==> src/rtl/mem_map_pkg.sv <==
// Shared memory-map constants, FSM state codes and bus payload types for the
// CPU-side memory bus controller.
package mem_map_pkg;

    localparam int unsigned ADDR_W    = 16;
    localparam int unsigned DATA_W    = 8;
    // Each window is 2**REGION_AW bytes; the upper address bits select the page.
    localparam int unsigned REGION_AW = 8;
    localparam int unsigned PAGE_W    = ADDR_W - REGION_AW;
    localparam int unsigned WC_W      = 4;
    localparam int unsigned MAX_WAIT  = (1 << WC_W) - 1;

    localparam logic [ADDR_W-1:0] ROM_BASE_DEF = 16'hFF00;
    localparam logic [ADDR_W-1:0] RAM_BASE_DEF = 16'h0000;
    localparam logic [DATA_W-1:0] ERR_DATA     = 8'hFF;

    typedef logic [2:0] bus_state_t;
    localparam bus_state_t ST_IDLE    = 3'd0;
    localparam bus_state_t ST_ROM_ACC = 3'd1;
    localparam bus_state_t ST_RAM_ACC = 3'd2;
    localparam bus_state_t ST_ERR     = 3'd3;
    localparam bus_state_t ST_ACK     = 3'd4;

    // One-hot region hit vector {hit_rom, hit_ram, hit_none}
    typedef logic [2:0] region_hit_t;
    localparam region_hit_t HIT_ROM  = 3'b100;
    localparam region_hit_t HIT_RAM  = 3'b010;
    localparam region_hit_t HIT_NONE = 3'b001;

    typedef struct packed {
        logic                 we;
        logic [REGION_AW-1:0] offs;
        logic [DATA_W-1:0]    wdata;
    } bus_req_t;

endpackage

==> src/rtl/mem_addr_decode.sv <==
// Combinational page decode of a CPU address into ROM / RAM / unmapped.
// ROM wins if both windows were ever configured onto the same page.
module mem_addr_decode
    import mem_map_pkg::*;
#(
    parameter logic [ADDR_W-1:0] ROM_BASE = ROM_BASE_DEF,
    parameter logic [ADDR_W-1:0] RAM_BASE = RAM_BASE_DEF
) (
    input  logic [PAGE_W-1:0] page_i,
    output region_hit_t       hit_c_o
);

    always_comb begin
        hit_c_o = HIT_NONE;
        if (page_i == ROM_BASE[ADDR_W-1:REGION_AW]) begin
            hit_c_o = HIT_ROM;
        end else if (page_i == RAM_BASE[ADDR_W-1:REGION_AW]) begin
            hit_c_o = HIT_RAM;
        end
    end

endmodule

==> src/rtl/mem_bus_ctrl.sv <==
// CPU-side memory bus controller: one byte access at a time to async ROM/RAM
// with programmable wait states, registered read data and one-cycle ack.
module mem_bus_ctrl
    import mem_map_pkg::*;
#(
    parameter int unsigned       ROM_WAIT = 2,
    parameter int unsigned       RAM_WAIT = 1,
    parameter logic [ADDR_W-1:0] ROM_BASE = ROM_BASE_DEF,
    parameter logic [ADDR_W-1:0] RAM_BASE = RAM_BASE_DEF
) (
    input  logic                 clk,
    input  logic                 reset_n,
    input  logic                 cpu_req,
    input  logic                 cpu_we,
    input  logic [ADDR_W-1:0]    cpu_addr,
    input  logic [DATA_W-1:0]    cpu_wdata,
    output logic [DATA_W-1:0]    cpu_rdata,
    output logic                 cpu_ack,
    output logic                 bus_err,
    output logic                 rom_sel,
    output logic [REGION_AW-1:0] rom_a,
    input  logic [DATA_W-1:0]    rom_dout,
    output logic                 ram_sel,
    output logic                 ram_we,
    output logic [REGION_AW-1:0] ram_a,
    output logic [DATA_W-1:0]    ram_din,
    input  logic [DATA_W-1:0]    ram_dout
);

    // Wait counts must fit the 4-bit counter; windows must be page aligned.
    if (ROM_WAIT > MAX_WAIT) begin : g_rom_wait_chk
        $error("ROM_WAIT exceeds the wait counter range");
    end
    if (RAM_WAIT > MAX_WAIT) begin : g_ram_wait_chk
        $error("RAM_WAIT exceeds the wait counter range");
    end
    if (ROM_BASE[REGION_AW-1:0] != '0) begin : g_rom_base_chk
        $error("ROM_BASE is not window aligned");
    end
    if (RAM_BASE[REGION_AW-1:0] != '0) begin : g_ram_base_chk
        $error("RAM_BASE is not window aligned");
    end

    region_hit_t       hit;
    bus_state_t        state_q, state_d;
    logic [WC_W-1:0]   wc_q, wc_d;
    bus_req_t          req_q, req_d;
    logic [DATA_W-1:0] rdata_q, rdata_d;
    logic              rom_sel_q, rom_sel_d;
    logic              ram_sel_q, ram_sel_d;
    logic              ram_we_q, ram_we_d;
    logic              ack_q, ack_d;
    logic              err_q, err_d;

    mem_addr_decode #(
        .ROM_BASE (ROM_BASE),
        .RAM_BASE (RAM_BASE)
    ) u_decode (
        .page_i  (cpu_addr[ADDR_W-1:REGION_AW]),
        .hit_c_o (hit)
    );

    // State, wait counter and request/data registers
    always_ff @(posedge clk) begin
        if (!reset_n) begin
            state_q   <= ST_IDLE;
            wc_q      <= '0;
            req_q     <= '0;
            rdata_q   <= '0;
            rom_sel_q <= 1'b0;
            ram_sel_q <= 1'b0;
            ram_we_q  <= 1'b0;
            ack_q     <= 1'b0;
            err_q     <= 1'b0;
        end else begin
            state_q   <= state_d;
            wc_q      <= wc_d;
            req_q     <= req_d;
            rdata_q   <= rdata_d;
            rom_sel_q <= rom_sel_d;
            ram_sel_q <= ram_sel_d;
            ram_we_q  <= ram_we_d;
            ack_q     <= ack_d;
            err_q     <= err_d;
        end
    end

    // Next state; strobes are decoded from the next state so they register cleanly
    always_comb begin
        state_d = state_q;
        wc_d    = wc_q;
        req_d   = req_q;
        rdata_d = rdata_q;

        case (state_q)
            ST_IDLE: begin
                if (cpu_req) begin
                    req_d.we    = cpu_we;
                    req_d.offs  = cpu_addr[REGION_AW-1:0];
                    req_d.wdata = cpu_wdata;
                    case (hit)
                        HIT_ROM: begin
                            if (cpu_we) begin
                                state_d = ST_ERR;
                            end else begin
                                state_d = ST_ROM_ACC;
                                wc_d    = WC_W'(ROM_WAIT);
                            end
                        end
                        HIT_RAM: begin
                            state_d = ST_RAM_ACC;
                            wc_d    = WC_W'(RAM_WAIT);
                        end
                        default: state_d = ST_ERR;
                    endcase
                end
            end
            ST_ROM_ACC: begin
                if (wc_q == '0) begin
                    state_d = ST_ACK;
                    rdata_d = rom_dout;
                end else begin
                    wc_d = wc_q - WC_W'(1);
                end
            end
            ST_RAM_ACC: begin
                if (wc_q == '0) begin
                    state_d = ST_ACK;
                    if (!req_q.we) begin
                        rdata_d = ram_dout;
                    end
                end else begin
                    wc_d = wc_q - WC_W'(1);
                end
            end
            ST_ERR: begin
                state_d = ST_ACK;
                if (!req_q.we) begin
                    rdata_d = ERR_DATA;
                end
            end
            ST_ACK:  state_d = ST_IDLE;
            default: state_d = ST_IDLE;
        endcase

        rom_sel_d = (state_d == ST_ROM_ACC);
        ram_sel_d = (state_d == ST_RAM_ACC);
        ram_we_d  = ram_sel_d && req_d.we && (wc_d == '0);
        ack_d     = (state_d == ST_ACK);
        err_d     = (state_q == ST_ERR);
    end

    assign cpu_rdata = rdata_q;
    assign cpu_ack   = ack_q;
    assign bus_err   = err_q;
    assign rom_sel   = rom_sel_q;
    assign rom_a     = req_q.offs;
    assign ram_sel   = ram_sel_q;
    assign ram_we    = ram_we_q;
    assign ram_a     = req_q.offs;
    assign ram_din   = req_q.wdata;

endmodule

==> config.mk <==
export PLATFORM = sky130hd
export DESIGN_NAME = mem_bus_ctrl
export DESIGN_NICKNAME = d
export VERILOG_FILES = /design/src/rtl/mem_map_pkg.sv /design/src/rtl/mem_addr_decode.sv /design/src/rtl/mem_bus_ctrl.sv
export SDC_FILE = /design/constraint.sdc
export NUM_CORES = 1
export LEC_CHECK = 0
export CORE_MARGIN = 2
export CORE_UTILIZATION = 43
export DETAILED_ROUTE_END_ITERATION = 10
export PLACE_DENSITY = 0.8
export SLEW_MARGIN = 20
export SYNTH_ARGS = -nofsm -noshare
export SYNTH_HDL_FRONTEND = slang
export SYNTH_HIERARCHICAL = 1
export SYNTH_SLANG_ARGS = --single-unit
==> constraint.sdc <==
create_clock -name clk -period 3.32 [get_ports clk]
set_clock_uncertainty 0.2 [all_clocks]
set_input_delay 0.498 -clock clk [delete_from_list [all_inputs] [get_ports clk]]
set_output_delay 0.498 -clock clk [all_outputs]
set_load 0.02 [all_outputs]
Word-level counts from Yosys, hierarchy flattened. Cells that the tools add are included.

Bits in registers: 37. Input port bits: 44. Output and inout bits: 37.

Add/sub/neg operators: 1. Equal/unequal tests: 13. Mux-type cells: 19. Reduce and logical (&&, ||, !) cells: 10.

Operators with widths (count): $mux W17 (2); $mux W8 (4); $pmux W8 S3 (1); $pmux W4 S2 (2); $eq A3 B2 Y1 const B (4); $mux W4 (3); $mux W3 (3); $pmux W3 S3 (1); $eq A8 B8 Y1 const B (1); $logic_not A4 Y1 (2); $logic_not A8 Y1 (1); $ne A2 B2 Y1 const B (4); $eq A3 B1 Y1 const B (2); $eq A3 B3 Y1 const B (2); $pmux W3 S2 (1); $reduce_and A5 Y1 (1); $mux W2 (2); $sub A4 B1 Y4 const B (1); $logic_not A3 Y1 (1); $reduce_bool A3 Y1 (1); $logic_and A1 B1 Y1 (2); $reduce_and A2 Y1 (1); $reduce_or A2 Y1 (1).

Depth between registers and ports, before layout. Gate-level depths: netlist of the first run.

Word-level depth: 10. Depth in mapped cells: 8.

Cells and area by module. Netlist of the first run, hierarchy kept.

By module, submodules not included: mem_bus_ctrl (times used 1, cells an instance 230, area each 1953.1 sq um, sequential area each 740.7 sq um); mem_addr_decode (times used 1, cells an instance 7, area each 45.0 sq um, sequential area each 0.0 sq um).

Least setup slack after synthesis of the first run. Ideal clock, no wire load.

Kind: input to register. Start: in cpu_addr[15]. End: reg ram_we_q (netlist: ram_we). Setup time: 125 ps. Arrival: 2446 ps. Data required time: 2995 ps. Slack: 549 ps. Cell stages on the path: 8. Path through: or4_1 nor2_2 nor2_1 or4b_2 a32o_1 o311a_1 nand2_1 nor4bb_2.

Longest elaborated chain between the ends: 10.

Ends and longest elaborated chain: start, declared (RTL line mem_bus_ctrl.sv:15) `input logic [ADDR_W-1:0] cpu_addr,`; $logic_not A8 Y1 (RTL line mem_addr_decode.sv:17) `end else if (page_i == RAM_BASE[ADDR_W-1:REGION_AW]) begin`; $mux W2 (RTL line mem_addr_decode.sv:17); $mux W3 (*) (RTL line mem_addr_decode.sv:15) `if (page_i == ROM_BASE[ADDR_W-1:REGION_AW]) begin`; net hit[1] (RTL line mem_bus_ctrl.sv:44) `region_hit_t hit;`; $eq A3 B2 Y1 or $eq A3 B3 Y1 (tied branches) (RTL line mem_bus_ctrl.sv:101) `case (hit)`; $pmux W3 S2 (RTL line mem_bus_ctrl.sv:101); $mux W3 (RTL line mem_bus_ctrl.sv:97) `if (cpu_req) begin`; $pmux W3 S3 (RTL line mem_bus_ctrl.sv:95) `case (state_q)`; $eq A3 B2 Y1 (RTL line mem_bus_ctrl.sv:147) `ram_sel_d = (state_d == ST_RAM_ACC);`; $logic_and A1 B1 Y1 (RTL line mem_bus_ctrl.sv:148) `ram_we_d = ram_sel_d && req_d.we && (wc_d == '0);`; $logic_and A1 B1 Y1 (*) (RTL line mem_bus_ctrl.sv:148); end signal, assigned (RTL line mem_bus_ctrl.sv:82) `ram_we_q <= ram_we_d;`; end, declared (RTL line mem_bus_ctrl.sv:51) `logic ram_we_q, ram_we_d;`.

The timed path passes the listed nets; every way through them passes the cells marked *. A chain may end at the register's enable or synchronous reset.

Worst setup path after layout of the first run. Same ends and word-level chain as after synthesis.

==> results.txt, run 1 <==
Based on the critical path, the design can be clocked at up to 340.3 MHz. The unique cell type count in the Yosys netlist was 50; the routability-driven placement congestion ratio was 0.9066. The worst setup path is launched from an input pin.

Relative to the synthesized area, the layout overhead comes to 39.32%. The share of layout cells above drive strength 1 works out to 7.458%. Class of the tightest hold or removal check: flip-flop to flip-flop. The yosys synthesis warning count is 6. The tools report the number of failing hold endpoints at the final stage as 0. In this run the number of H-tree levels came out at 2. Minimum clock period after layout: 2.938 ns.

81 I/O pins were placed. For the pin with the worst max-slew slack, the measured transition is 0.8297 ns. The summed negative setup slack over all endpoints is 0 ns. The run gives 5 as the number of iterations in the first detailed-routing pass.

The run finished with clean final reports. The net count of the mapped netlist was 282; the die boundary height was 72.17 um. The number of cells on the critical path works out to 9.

Of all flip-flops after synthesis, the portion carrying an async set or reset was 0%. From left edge to right edge, the die measures 72.17 um. Hold repair after CTS inserted 0 buffers. At the worst endpoint, the required time is 3.30 ns. Gate family responsible for the most delay along the worst path: simple AND/OR/NAND/NOR gates. The highest-delay cell along the critical path was or4b_2. The run gives 0 as the initial antenna violation count.

The number of cells on the worst reg-to-reg path is 7. The number of global-route vias before repair was 1673. TritonCTS built the clock tree. The number of placement rows came out at 24. Final layout net count: 339.

After detailed routing, the number of vias per cell comes to 5.020. The number of instances in the synthesized netlist is 237, and the worst path buffer plus inverter count is 1. The detailed router finished its first iteration with 72 violations. For this design the static power due to leakage is 1.048 nW. In this design, the stage delay of the slowest critical-path cell is 0.69 ns. The run gives 3206 um as the total half-perimeter wirelength after legalization and detailed placement.

Across the VDD grid, the largest voltage drop is 0.2658 mV. The post-route clock period utilization was 88.51%. The tree built by TritonCTS fans out to 37 sinks.

The number of gates given a new drive strength after cts was 0; the clock transition time at the flip-flop clock pins of the worst setup and hold paths was 0.07 ns. Entering global routing, the biggest net connects 33 pins. The most instantiated flip-flop cell in the synthesis netlist was dfxtp_1. The library cell used most frequently in the layout, excluding fill and tap cells, is clkdlybuf4s50_1. The first global-routing pass estimated 7555 um of wire.

The average detailed-routed wire length per instance was 12.82 um; the instance count along the most critical hold path was 2. In this run the tightest slew margin relative to its limit is 44.61%. The tools report the count of unresolved DRC violations after routing as 0. The core region is 4414 um2. Of all cell types, the one taking the most synthesized area is dfxtp_1.

The count of buffers added on input and output ports is 80. In the layout the commonest cells are clkdlybuf4s50_1 (80), nand2_1 (37), dfxtp_1 (37). Global routing used 18.41% of the available tracks across all layers. The floorplan step defined a die boundary enclosing 5209 um2. Averaged over all synthesized cells, the footprint is 8.431 um2. The sequential element share of the synthesized area came out at 37.07%. The critical path goes through clkdlybuf4s50_1 > or4_1 > nor2_2 > nor2_1 > or4b_2 > a32o_1 > o311a_1 > nand2_1 > nor4bb_2. The run gives 0 as the number of setup violations in the final report. Setup repair after global routing left no endpoint under its margin. In this run, CTS created clock tree buffers numbering 5.

The clock latency on the worst-skew pair is 0.29 ns, and the number of slew-limit violations in the final report is 0. 0 antenna diodes ended up in the layout. The critical path is of the input pin to flip-flop type.

In this run the remaining antenna-violating nets after routing total 0. The via total after detailed routing was 1742; the total design power was 1.399 mW. The run gives 2 as the worst-case clock buffer depth.

Synthesis inferred 37 register bits. The starting density of the core is 45.27%. The number of setup buffers added after CTS is 0. The power per cell area works out to 502.4 nW/um2. Of the post-synthesis cell area, the dominant cell type holds 37.07%.

The worst setup path is captured at a flip-flop. The root buffer cell chosen for the clock tree is clkbuf_8. The routed design has 4447 um of wire. Largest fanout on the critical path: 3. The tools report the endpoint arrival time on the critical path as 2.91 ns. The synthesized design contains 0 enable-type register cells. In this run the cell area of the synthesized design comes to 1998 um2. Number of maximum-capacitance violations: 0. The tools report the global-route congestion overflow total as 0. Sorting the synthesized cells by area gives the leading types as dfxtp_1 (37%), buf_4 (9.4%), nand2_1 (7.0%), a21boi_0 (6.8%), mux2i_1 (5.0%).
-- power by group --
| part | switching, mW | internal (mW) |
|---|---|---|
| sequential | 0.0510 | 0.494 |
| clock | 0.154 | 0.245 |
| combinational | 0.219 | 0.235 |
| total | 0.424 | 0.974 |
-- flip-flops by register name, summed over array words and instances (netlist names) --
| signal | flops |
|---|---|
| rom_sel | 1 |
| state_q | 3 |
| wc_q | 4 |
| ram_we | 1 |
| ram_sel | 1 |
| cpu_rdata | 8 |
| req_q | 1 |
| cpu_ack | 1 |
| bus_err | 1 |
| ram_a | 8 |
| ram_din | 8 |
-- path summary, 6_finish.rpt --
check               startpoint           end  slack (ns)
hold reg to reg     ram_din[5]    ram_din[5]        0.27
setup reg to reg       wc_q[0]  cpu_rdata[5]        1.01
setup / recovery  cpu_addr[15]        ram_we        0.38
hold / removal      ram_din[5]    ram_din[5]        0.27
-- metal layers --
layer  vias up  share of wire [%]  GRT usage (%)
met1       776                 42          21.71
li1        891                  -              -
met2        69                 49          31.09
met5         -                  0              0
met3         6                7.6          5.139
met4         0                1.4          8.176
-- cell type report --
| cell class | instances | area (um2) |
|---|---|---|
| clock inverter | 1 | 30.03 |
| clock buffer | 7 | 86.33 |
| tap | 52 | 65.06 |
| fill | 388 | 1630 |
| multi-input combinational | 161 | 1008 |
| timing repair buffer | 85 | 838.3 |
| sequential | 37 | 740.7 |
| inverter | 4 | 15.01 |
-- tightest hold or removal path: stages (launching register included) --
cell,delay [ns]
dfxtp_1,0.31
nand2_1,0.05
a21boi_0,0.06
-- stage by stage --
stage	instance area [um2]	instances	worst slack, ns	hold WS (ns)	utilization [%]
global route	2784	347	0.3154	0.2849	63.07
floorplan	1998	237	0.5487	0.2438	-
CTS	2784	347	0.3947	0.2701	63.07
global placement	2668	339	0.1344	0.2493	60.43
detailed placement	2668	339	0.07256	0.2607	60.43
finish	2784	347	0.3815	0.2660	63.07
-- synth_stat cells, drive strengths merged, types with 2 or more instances --
cell type / number
a21boi: 18
nor3: 2
nor4b: 2
nand2: 37
dfxtp: 37
or4: 2
clkbuf: 7
nor2b: 15
xnor2: 2
inv: 4
nor2: 26
mux2i: 10
nor3b: 2
nor4: 2
buf: 28
and3b: 2
o21ai: 2
a21oi: 12
nand4: 2
o22ai: 2
and2b: 2
and2: 2
-- cell families (layout without fill, tap and decap cells) --
kind of cell / after synthesis / after routing / synth area share, %
AND/OR/NAND/NOR: 104 / 104 / 27.68
AO/OA/AOI/OAI: 43 / 43 / 15.78
buffers and inverters: 39 / 97 / 12.46
flip-flops: 37 / 37 / 37.07
multiplexers: 10 / 10 / 5.010
adder cells (fa/ha/maj): 2 / 2 / 1.127
XOR/XNOR: 2 / 2 / 0.8768
Note: power is estimated with default switching activity, not from simulation.
==> inputs of run 2 (changes only) <==
- CAP_MARGIN: not set -> 40
==> run 2 against run 1 <==
Against the previous run:
- sequential power shrank 0.9%
- register-to-register slack is essentially flat
- final cell count grew 0.29%
- wire length grew 0.13%
- flip-flop and latch count is the same
- critical path type unchanged
==> results.txt, run 2 (synthesis results as in run 1) <==
The flow ran to the end, and the final reports show no timing, DRC or antenna violations. The gate family responsible for the most delay along the worst path was simple AND/OR/NAND/NOR gates. Along the worst path, the maximum fanout reaches 3. In the final timing run, aggregate negative setup slack is 0 ns.

Minimum clock period after layout: 2.939 ns. Setup violations remaining at the end of the flow were counted as 0. For this run, design rule violations remaining after detail routing come to 0. In this run, post-CTS hold repair placed 0 buffers.

After floorplanning, the core was sized to cover 4414 um2. Global routing used 18.41% of the available tracks across all layers. Data on the critical path arrives at its endpoint at 2.92 ns. The worst-case clock buffer depth is 2, and the via total after detailed routing is 1748. The number of antenna diodes in the final layout is 0.

The setup check on the worst reg-to-reg path leaves a slack of 1.02 ns. The logs give 1008 um2 for the multi-input logic area and 31.09% for the met2 track demand over resource. The number of failing hold endpoints at the final stage is 0, and the met3 capacity usage during global routing is 5.139%. Registers take 740.7 um2. Of the cells placed in the final design, the portion with a size suffix greater than 1 is 7.770%. The normalized max-slew margin came out at 57.17%.

For the peak ir drop on the vdd network, the log shows 0.2653 mV. In this run the most critical hold path is launched from ram_din[5]. The area growth from synthesis to layout was 39.89%. The cell leakage power came out at 1.054 nW. The horizontal die dimension was 72.17 um. The critical path is of the input pin to flip-flop type.

The worst path buffer plus inverter count was 1; the average detailed-routed wire length per instance was 12.80 um. The share of the core filled with cells was 63.32%. The initial utilization of the core area, before any placement, comes to 45.27%. The logs give 7555 um for the first-pass GRT wire length and 24 for the number of placement rows. Endpoint required time on the critical path: 3.30 ns. Among all stages on the critical path, the largest delay is contributed by or4b_2. The die covers 5209 um2. The run gives 0.29 ns as the clock latency on the worst-skew pair. Number of global-route vias before repair: 1673. The tools report the kind of end point of the critical path as a flip-flop. The floorplan step set the die height to 72.17 um.

Leaving out fill and tap cells, the most frequent cells in the layout are clkdlybuf4s50_1 (80), nand2_1 (37), dfxtp_1 (37). The tools report the total half-perimeter wirelength after legalization and detailed placement as 3206 um. For this run the aggregate overflow at the end of global routing stands at 0. CTS placed an instance of clkbuf_8 at the clock tree root. In this design, the stage delay of the slowest critical-path cell is 0.69 ns. The initial antenna violation count came out at 0. Detail-routed via count per cell: 5.023.

Setup repair after global routing left no endpoint under its margin. The path with the worst hold slack has its endpoint at ram_din[5]. In the global route stage, met1 resource usage came out at 21.71%.

The path class of the tightest hold or removal check is flip-flop to flip-flop. The number of setup buffers added after CTS is 0. The final cell count without fillers was 348; the remaining number of nets flagged by the antenna check after routing was 0. The tree built by TritonCTS fans out to 37 sinks. The pre-antenna-repair detailed-routing pass consisted of 4 iterations.

For this design the ratio of total power to cell area is 501.3 nW/um2. The tools report the kind of start point of the critical path as an input pin. The worst register-to-register path ends at cpu_rdata[5].

The number of slew-limit violations in the final report is 0, and the number of clock buffers inserted by TritonCTS is 5. The count of buffers inserted at the top-level ports is 80, and the number of I/O pins is 81. Based on the critical path, the design can be clocked at up to 340.2 MHz.

TritonCTS built the clock tree. The commonest non-fill, non-tap cell in the layout is clkdlybuf4s50_1. The number of H-tree branching levels is 2, and the routability-driven placement congestion ratio is 0.9066.

The number of placed instances, taps included, is 339. The critical path goes through clkdlybuf4s50_1 > or4_1 > nor2_2 > nor2_1 > or4b_2 > a32o_1 > o311a_1 > nand2_1 > nor4bb_2. Worst reg2reg path depth: 7. For this block, the initial DRC count from the detailed router was 72.

The layout filler cell count came out at 388. The worst hold path was traced through 2 stages. The maximum number of pins on one net before global-route repair was 33. Number of maximum-capacitance violations: 0.

The final layout contains routed wiring with a total length of 4453 um. The number of gates given a new drive strength after cts is 0. The post-route clock period utilization is 88.53%, and the final layout net count is 340.

The post-route cell area is 2795 um2, and the clock transition time at the flip-flop clock pins of the worst setup and hold paths is 0.07 ns. For the pin with the worst max-slew slack, the measured transition is 0.6344 ns. Worst reg2reg path startpoint: wc_q[0]. The layer carrying the most global-route usage is met2.

The run gives 2668 um2 as the cell area after placement.
[run 2: cell count changes in the layout (fill, tap and decap cells not counted)]
cell and delta:
buf_6 +1
[run 2: worst max-delay path by stage]
stage / start / to / slack, ns / cells past startpoint
3_3_place_gp: cpu_addr[15] / ram_we / 0.13 / 9
3_5_place_dp: cpu_addr[15] / ram_we / 0.07 / 9
4_1_cts: cpu_addr[15] / ram_we / 0.39 / 9
5_1_grt: cpu_addr[9] / ram_we / 0.32 / 9
2_1_floorplan: cpu_addr[15] / ram_we / 0.55 / 8
6_report: cpu_addr[15] / ram_we / 0.38 / 9
[run 2: power by group]
part	internal [mW]	switching [mW]	leakage (nW)
sequential	0.494	0.0461	0.303
clock	0.245	0.154	0.0585
combinational	0.238	0.224	0.693
total	0.977	0.425	1.05
[run 2: cell type report]
type | count | share of cell area, %
Multi-Input combinational cell | 161 | 36.08
Inverter | 4 | 0.5372
Tap cell | 52 | 2.328
Timing Repair Buffer | 86 | 30.39
Clock buffer | 7 | 3.089
Sequential cell | 37 | 26.50
Clock inverter | 1 | 1.074
[run 2: worst reg2reg max path, cell delays in order (launching register included)]
cell and delay, ns:
dfxtp_1 0.35, inv_1 0.11, ha_1 0.27, nor3b_2 0.43
o21ai_1 0.19, a21oi_4 0.36, mux2i_1 0.23, nor2b_1 0.07
[run 2: routing by layer]
metal / vias to the layer above / part of all wire [%]
met2: 66 / 49
met4: 0 / 1.4
met3: 6 / 7.3
li1: 893 / -
met1: 783 / 42
met5: - / 0
[run 2: stage by stage]
step | worst slack (ns) | hold slack, ns | power, mW
finish | 0.3807 | 0.2660 | 1.401
global route | 0.3152 | 0.2849 | 1.486
detailed placement | 0.07256 | 0.2607 | 1.010
floorplan | 0.5487 | 0.2438 | 0.8544
CTS | 0.3947 | 0.2701 | 1.417
global placement | 0.1344 | 0.2493 | 1.002
